<file path="src/rtl/lantian_mdio_master.sv">
// rtl/lantian_mdio_master.sv - MDIO (Clause 22) management master with Avalon-MM CSR slave
//
// Purpose:
//   Software posts a command through CMD (op, PHY address, register address,
//   write data, go).  The block runs a preamble + 32-bit management frame on
//   MDC/MDIO, captures read data, then flags STATUS.done (optionally as irq).
//
// Ports:
//   clk, reset_n        system clock, synchronous active-low reset
//   avs_address/read/readdata/write/writedata
//                       CSR slave, registered read data (latency 1), no waitrequest
//   irq                 level interrupt, STATUS.done & CONFIG.irq_en
//   mdc                 management clock, low while idle
//   mdio_in             pad input
//   mdio_out, mdio_oen  pad drive value and active-low output enable
//
// Build option:
//   MDIO_CLAUSE45_EN    CMD[29:28] selects ST; ST=00 runs Clause 45 frames.
//
// CSR map:
//   0 CMD     [15:0] wdata [20:16] regad [25:21] phyad [27:26] op [31] go
//   1 STATUS  [0] busy [1] done (W1C) [2] overrun (W1C) [3] bad_op (W1C)
//   2 RDATA   [15:0] last read data
//   3 CONFIG  [0] irq_en

`timescale 1ns/1ps

module lantian_mdio_master #(
    parameter int CLK_DIV      = 40,
    parameter int PREAMBLE_LEN = 32,
    parameter bit IRQ_DEFAULT  = 1'b0
) (
    input  logic        clk,
    input  logic        reset_n,
    input  logic [1:0]  avs_address,
    input  logic        avs_read,
    output logic [31:0] avs_readdata,
    input  logic        avs_write,
    input  logic [31:0] avs_writedata,
    output logic        irq,
    output logic        mdc,
    input  logic        mdio_in,
    output logic        mdio_out,
    output logic        mdio_oen
);

    localparam logic [1:0] S_IDLE  = 2'd0;
    localparam logic [1:0] S_PRE   = 2'd1;
    localparam logic [1:0] S_FRAME = 2'd2;
    localparam logic [1:0] S_TAIL  = 2'd3;

    // Phase counter positions inside one bit period.
    localparam logic [6:0] PH_LAST = 7'(CLK_DIV - 1);
    localparam logic [6:0] PH_HIGH = 7'(CLK_DIV / 2);
    localparam logic [6:0] PH_RISE = 7'(CLK_DIV / 2 - 1);
    localparam logic [5:0] PRE_LAST = 6'(PREAMBLE_LEN - 1);

    // ------------------------------------------------------------------
    // Registers
    // ------------------------------------------------------------------
    logic [1:0]  state;
    logic [6:0]  phase;
    logic [5:0]  bit_cnt;
    logic [31:0] shreg;
    logic        read_q;
    logic [15:0] rd_shift;
    logic [15:0] rdata;

    logic [15:0] cmd_wdata;
    logic [4:0]  cmd_regad;
    logic [4:0]  cmd_phyad;
    logic [1:0]  cmd_op;
    logic [1:0]  cmd_st;

    logic        busy;
    logic        done;
    logic        overrun;
    logic        bad_op;
    logic        irq_en;

    // ------------------------------------------------------------------
    // CSR write decode
    // ------------------------------------------------------------------
    logic        cmd_wr;
    logic        status_wr;
    logic        config_wr;
    logic        go_w;
    logic [1:0]  op_w;
    logic [1:0]  st_w;
    logic        legal_w;
    logic        is_read_w;
    logic        start;
    logic [31:0] frame_word;
    logic        unused_wd;

    assign cmd_wr    = avs_write && (avs_address == 2'd0);
    assign status_wr = avs_write && (avs_address == 2'd1);
    assign config_wr = avs_write && (avs_address == 2'd3);
    assign go_w      = avs_writedata[31];
    assign op_w      = avs_writedata[27:26];

`ifdef MDIO_CLAUSE45_EN
    // ST=00 is Clause 45 where every op code is legal and ops 1x read;
    // ST=01 keeps Clause 22 rules; other ST values are rejected.
    assign st_w      = avs_writedata[29:28];
    assign legal_w   = (st_w == 2'b00) ||
                       ((st_w == 2'b01) && ((op_w == 2'b01) || (op_w == 2'b10)));
    assign is_read_w = (st_w == 2'b00) ? op_w[1] : (op_w == 2'b10);
    assign unused_wd = avs_writedata[30];
`else
    assign st_w      = 2'b01;
    assign legal_w   = (op_w == 2'b01) || (op_w == 2'b10);
    assign is_read_w = (op_w == 2'b10);
    assign unused_wd = ^avs_writedata[30:28];
`endif

    assign start = cmd_wr && go_w && !busy && legal_w;

    // Read frames leave TA and data undriven; the shift register content
    // there is don't-care because mdio_out is forced low while released.
    assign frame_word = {st_w, op_w, avs_writedata[25:21], avs_writedata[20:16],
                         (is_read_w ? 2'b11 : 2'b10),
                         (is_read_w ? 16'h0000 : avs_writedata[15:0])};

    // ------------------------------------------------------------------
    // Frame sequencer next-state
    // ------------------------------------------------------------------
    logic [1:0]  state_d;
    logic [6:0]  phase_d;
    logic [5:0]  bit_d;
    logic [31:0] shreg_d;
    logic        read_d;
    logic        frame_end;
    logic        tail_end;

    always_comb begin
        state_d   = state;
        phase_d   = phase;
        bit_d     = bit_cnt;
        shreg_d   = shreg;
        read_d    = read_q;
        frame_end = 1'b0;
        tail_end  = 1'b0;
        if (start) begin
            state_d = (PREAMBLE_LEN == 0) ? S_FRAME : S_PRE;
            phase_d = 7'd0;
            bit_d   = 6'd0;
            shreg_d = frame_word;
            read_d  = is_read_w;
        end else if (state != S_IDLE) begin
            if (phase == PH_LAST) begin
                phase_d = 7'd0;
                bit_d   = bit_cnt + 6'd1;
                case (state)
                    S_PRE: begin
                        if (bit_cnt == PRE_LAST) begin
                            state_d = S_FRAME;
                            bit_d   = 6'd0;
                        end
                    end
                    S_FRAME: begin
                        shreg_d = {shreg[30:0], 1'b0};
                        if (bit_cnt == 6'd31) begin
                            state_d   = S_TAIL;
                            bit_d     = 6'd0;
                            frame_end = 1'b1;
                        end
                    end
                    default: begin
                        state_d  = S_IDLE;
                        tail_end = 1'b1;
                    end
                endcase
            end else begin
                phase_d = phase + 7'd1;
            end
        end
    end

    // Pad outputs are registered from the next-state view so they only move
    // when a new bit period starts (MDC falling edge).
    logic mdc_d;
    logic out_d;
    logic oen_d;

    always_comb begin
        mdc_d = 1'b0;
        out_d = 1'b0;
        oen_d = 1'b1;
        case (state_d)
            S_PRE: begin
                mdc_d = (phase_d >= PH_HIGH);
                out_d = 1'b1;
                oen_d = 1'b0;
            end
            S_FRAME: begin
                mdc_d = (phase_d >= PH_HIGH);
                oen_d = read_d && (bit_d >= 6'd14);
                out_d = !oen_d && shreg_d[31];
            end
            default: begin
                mdc_d = 1'b0;
                out_d = 1'b0;
                oen_d = 1'b1;
            end
        endcase
    end

    // Sample on the clk edge that raises MDC, during the 16 data bits.
    logic capture;
    assign capture = (state == S_FRAME) && read_q && (bit_cnt >= 6'd16) &&
                     (phase == PH_RISE);

    // ------------------------------------------------------------------
    // CSR read mux
    // ------------------------------------------------------------------
    logic [31:0] rd_mux;

    always_comb begin
        rd_mux = 32'h0;
        case (avs_address)
            2'd0: rd_mux = {2'b00, cmd_st, cmd_op, cmd_phyad, cmd_regad, cmd_wdata};
            2'd1: rd_mux = {28'h0, bad_op, overrun, done, busy};
            2'd2: rd_mux = {16'h0, rdata};
            default: rd_mux = {31'h0, irq_en};
        endcase
    end

    assign irq = done && irq_en;

    // ------------------------------------------------------------------
    // Sequential state
    // ------------------------------------------------------------------
    always_ff @(posedge clk) begin
        if (!reset_n) begin
            state        <= S_IDLE;
            phase        <= 7'd0;
            bit_cnt      <= 6'd0;
            shreg        <= 32'h0;
            read_q       <= 1'b0;
            rd_shift     <= 16'h0;
            rdata        <= 16'h0;
            mdc          <= 1'b0;
            mdio_out     <= 1'b0;
            mdio_oen     <= 1'b1;
            avs_readdata <= 32'h0;
        end else begin
            state    <= state_d;
            phase    <= phase_d;
            bit_cnt  <= bit_d;
            shreg    <= shreg_d;
            read_q   <= read_d;
            mdc      <= mdc_d;
            mdio_out <= out_d;
            mdio_oen <= oen_d;
            if (capture) begin
                rd_shift <= {rd_shift[14:0], mdio_in};
            end
            if (frame_end && read_q) begin
                rdata <= rd_shift;
            end
            if (avs_read) begin
                avs_readdata <= rd_mux;
            end
        end
    end

    always_ff @(posedge clk) begin
        if (!reset_n) begin
            cmd_wdata <= 16'h0;
            cmd_regad <= 5'h0;
            cmd_phyad <= 5'h0;
            cmd_op    <= 2'b00;
            cmd_st    <= 2'b00;
            busy      <= 1'b0;
            done      <= 1'b0;
            overrun   <= 1'b0;
            bad_op    <= 1'b0;
            irq_en    <= IRQ_DEFAULT;
        end else begin
            // Fields are frozen while a frame is in flight.
            if (cmd_wr && !busy) begin
                cmd_wdata <= avs_writedata[15:0];
                cmd_regad <= avs_writedata[20:16];
                cmd_phyad <= avs_writedata[25:21];
                cmd_op    <= op_w;
`ifdef MDIO_CLAUSE45_EN
                cmd_st    <= st_w;
`endif
            end

            if (start) begin
                busy <= 1'b1;
            end else if (tail_end) begin
                busy <= 1'b0;
            end

            // Hardware sets take priority over a same-cycle W1C.
            if (tail_end) begin
                done <= 1'b1;
            end else if (status_wr && avs_writedata[1]) begin
                done <= 1'b0;
            end

            if (cmd_wr && go_w && busy) begin
                overrun <= 1'b1;
            end else if (status_wr && avs_writedata[2]) begin
                overrun <= 1'b0;
            end

            if (cmd_wr && go_w && !busy && !legal_w) begin
                bad_op <= 1'b1;
            end else if (status_wr && avs_writedata[3]) begin
                bad_op <= 1'b0;
            end

            if (config_wr) begin
                irq_en <= avs_writedata[0];
            end
        end
    end

endmodule
</file>
<file path="config.mk">
export PLATFORM = sky130hd
export DESIGN_NAME = lantian_mdio_master
export DESIGN_NICKNAME = d
export VERILOG_FILES = /design/src/rtl/lantian_mdio_master.sv
export SDC_FILE = /design/constraint.sdc
export NUM_CORES = 1
export LEC_CHECK = 0
export BUFFER_PORTS_ARGS = -buffer_cell sky130_fd_sc_hd__buf_2
export CORE_MARGIN = 3
export CORE_UTILIZATION = 55
export CTS_BUF_LIST = sky130_fd_sc_hd__clkbuf_8
export CTS_CLUSTER_SIZE = 40
export DETAILED_ROUTE_END_ITERATION = 12
export HOLD_SLACK_MARGIN = 0.1
export PLACE_DENSITY = 0.83
export SYNTH_ARGS = -nofsm -noshare
export SYNTH_HDL_FRONTEND = slang
export SYNTH_SLANG_ARGS = --single-unit
</file>
<file path="constraint.sdc">
create_clock -name clk -period 3.1 [get_ports clk]
set_input_delay 0.465 -clock clk [delete_from_list [all_inputs] [get_ports clk]]
set_output_delay 0.465 -clock clk [all_outputs]
set_load 0.02 [all_outputs]
</file>
==> flow_metrics.tcl <==
set metrics [dict create \
    setup_tns_ns 0 \
    crit_chain "ha_1 -> or4b_4 -> or3_1 -> o221ai_1 -> nand2b_1 -> ha_1 -> nand2b_1 -> a2111oi_2 -> o2111ai_1 -> nand2_1" \
    synth_compound_area_share_pct 14.7 \
    ys.flop_type "dfxtp_1" \
    clkPwrFrac_pct 45.4 \
    synth_seq_area_share_pct 46.3 \
    rsz0062_at_grt "no" \
    critPathArrivalTime_ns 3.27 \
    p_comb_share_pct 5.0 \
    synthAdderAreaFrac_pct 1.99 \
    totalWireLength_um 15300 \
    cp_slowest_cell "or4b_4" \
    p_switching_uw 875 \
    synth_edf_count 0 \
    maxSlewHeadroom_pct 54.2 \
    drtIter0Drc 545 \
    antenna_found_initial 0 \
    slew_violations 0 \
    vias 5456 \
    intPower_uw 2940 \
    rows 38 \
    max-vdd-ir-drop_uv 397 \
    max_freq_ghz 0.347 \
    r2r_slack_ns 0.22 \
    grt_pass1_wl_um 25500 \
    final_common_cell "dfxtp_1" \
    chipHeight_um 112 \
    placed_cell_area_um2 6660 \
    ys_seq_elements 144 \
    grt_pass1_vias 5313 \
    wl_per_cell_um 16.3 \
    status "finished, final reports clean" \
    drc 0 \
    grt_max_degree 65 \
    firstDrtPassIters 5 \
    holdCritPathClass "in2reg" \
    stdcell_count 943 \
    cts_max_level 4 \
    syn_avg_cell_area_um2 8.41 \
    tritoncts "yes" \
    netlist_area_um2 6230 \
    crit_type "reg2reg" \
    critPathBufInv 0 \
    worst_slack_ns 0.218 \
    setup_viol 0 \
    ys_warn_count 0 \
    max-cap-violations 0 \
    synthCells 741 \
    synth_xor_area_share_pct 1.12 \
    syn_to_final_growth_pct 14.6 \
    synth-simple-area-share_pct 22.6 \
    yosys-mux-area-fraction_pct 8.55 \
    hold_viol_final 0 \
    cts.sinks 144 \
    worst-r2r-cell-count 10 \
    worstReg2RegStart "phase[0]" \
    coreArea_um2 10900 \
    ioPinCount 75 \
    vias_per_cell 5.79 \
    grt_overflow 0 \
    worstMarginPinSlew_ns 0.670 \
    dieArea_um2 12600 \
    initial_core_util_pct 57.0 \
    final_cell_area_um2 7140 \
    cp-endpoint "mdio_out" \
    mostFrequentLayoutCells "144 x dfxtp_1, 113 x nor2_1, 102 x nand2_1, 86 x a21oi_1, 67 x buf_2" \
    drive_gt1_share_pct 16.3 \
    synth_cell_types 58 \
    cp-end-kind "register" \
    cts_buffers 17 \
    cts_setup_buffers 0 \
    die_w_um 112 \
    pwr_density_cell_nw_per_um2 534 \
    switching_share_pct 22.9 \
    cp-startpoint "phase[0]" \
    r2r-end "mdio_out" \
    clock_skew_ns 0.0146 \
    cp_num_cells 10 \
    setup.worst_path.start_class "register" \
    p_seq_share_pct 49.6 \
    postRouteAntennaNets 0 \
    dp_slack_ns 0.203 \
    antenna_cells 0 \
    synth_top_family_by_area "simple AND/OR/NAND/NOR gates" \
    portBuffers 67 \
    required_ns 3.49 \
    ys_async_sr_fraction_pct 0 \
    power.total_uw 3810 \
    cts.reportedPaths.clkPinSlew_ns 0.09 \
    dpl.cell_count 911 \
    holdBufCountCts 0 \
    cp_top_family "simple AND/OR/NAND/NOR gates" \
    gp_routability_congestion 0.884 \
    hpwl_um 10500 \
    final_net_count 838 \
    grt_usage_pct 24.5 \
    fin_crit_ns 2.88 \
    p_leak_uw 0.00296 \
    timing.final.crit_share_pct 93.0 \
    slowest_delay_ns 0.55 \
    clock_path_buffers 2 \
    cp_max_fo 9 \
    hold-path-cell-count 3 \
    clk_latency_ns 0.46 \
    root_buffer "clkbuf_8" \
]
==> worst min-delay path by stage <==
stage                            from      endpoint  slack, ns
floorplan                cmd_wdata[0]  cmd_wdata[0]       0.43
global placement         cmd_wdata[3]  cmd_wdata[3]       0.44
detailed placement       cmd_wdata[1]  cmd_wdata[1]       0.45
CTS                 avs_writedata[25]  cmd_phyad[4]       0.24
global route        avs_writedata[25]  cmd_phyad[4]       0.24
finish              avs_writedata[25]  cmd_phyad[4]       0.25
==> synthesized netlist by cell type, drive strengths merged, types with 3 or more instances <==
cell type | number | area [µm²]
a21oi | 86 | 430
and3 | 3 | 18.8
nand2 | 102 | 383
a311oi | 28 | 245
dfxtp | 144 | 2880
nand3b | 7 | 52.6
nor3 | 6 | 30.0
mux2i | 51 | 510
nand2b | 4 | 25.0
inv | 10 | 37.5
ha | 9 | 113
nand4 | 3 | 25.0
nand3 | 39 | 195
buf | 11 | 72.6
xnor2 | 5 | 43.8
clkbuf | 48 | 180
a211oi | 7 | 52.6
nor2 | 114 | 435
nor2b | 15 | 93.8
and2 | 5 | 31.3
xor2 | 3 | 26.3
==> tightest hold or removal path, delay by kind of cell <==
family,cells,cell delay [ns]
and+or+nand+nor,1,0.05
AOI/OAI and AO/OA,1,0.05
buffers and inverters,1,0.11
==> metal layers <==
layer	global-route usage, %	part of all wire, %	up-vias
li1	-	-	2664
met1	31.0	44	2602
met2	40.1	49	154
met3	6.25	4.9	36
met4	9.78	2.1	0
met5	0	0	-
==> what timing repair did <==
item | in CTS | in global routing
hold endpoints to repair | 0 | 0
resized for setup | 0 | 3
endpoints found under the setup margin | 0 | 1
==> flip-flops by register name (all words and copies together), names as in the netlist, 2 cells and up <==
signal and cells:
avs_readdata 28, bit_cnt 6, cmd_op 2, cmd_phyad 5
cmd_regad 5, cmd_wdata 16, phase 7, rd_shift 16
rdata 16, shreg 32, state 2
==> power by group through the flow <==
stage	Sequential (µW)	Combinational, µW	Clock [µW]
6_report	1890	191	1730
5_1_grt	1900	209	1830
4_1_cts	1890	188	1750
3_5_place_dp	1940	185	0
3_3_place_gp	1930	181	0
2_1_floorplan	1940	118	0
==> cell families (layout without fill, tap and decap cells) <==
family,Yosys count,in the layout
other,1,4
AND/OR/NAND/NOR,313,313
adder cells (fa/ha/maj),10,10
multiplexers,52,52
XOR/XNOR,8,8
flip-flops,144,144
AO/OA/AOI/OAI,144,144
buffers and inverters,69,128
==> final cells by class <==
class	count	area [µm²]
fillers	878	3790
inverters	10	38.8
repair buffers	86	490
multi-input cells	531	3080
clock inverters	13	209
flip-flops and latches	144	2880
well taps	140	175
clock buffers	19	262
==> through the flow <==
| step | util [%] | hold slack [ns] |
|---|---|---|
| floorplan | - | 0.433 |
| global placement | 60.9 | 0.442 |
| detailed placement | 60.9 | 0.449 |
| CTS | 65.2 | 0.236 |
| global route | 65.3 | 0.243 |
| finish | 65.3 | 0.254 |
(Power assumes the default switching activity.)
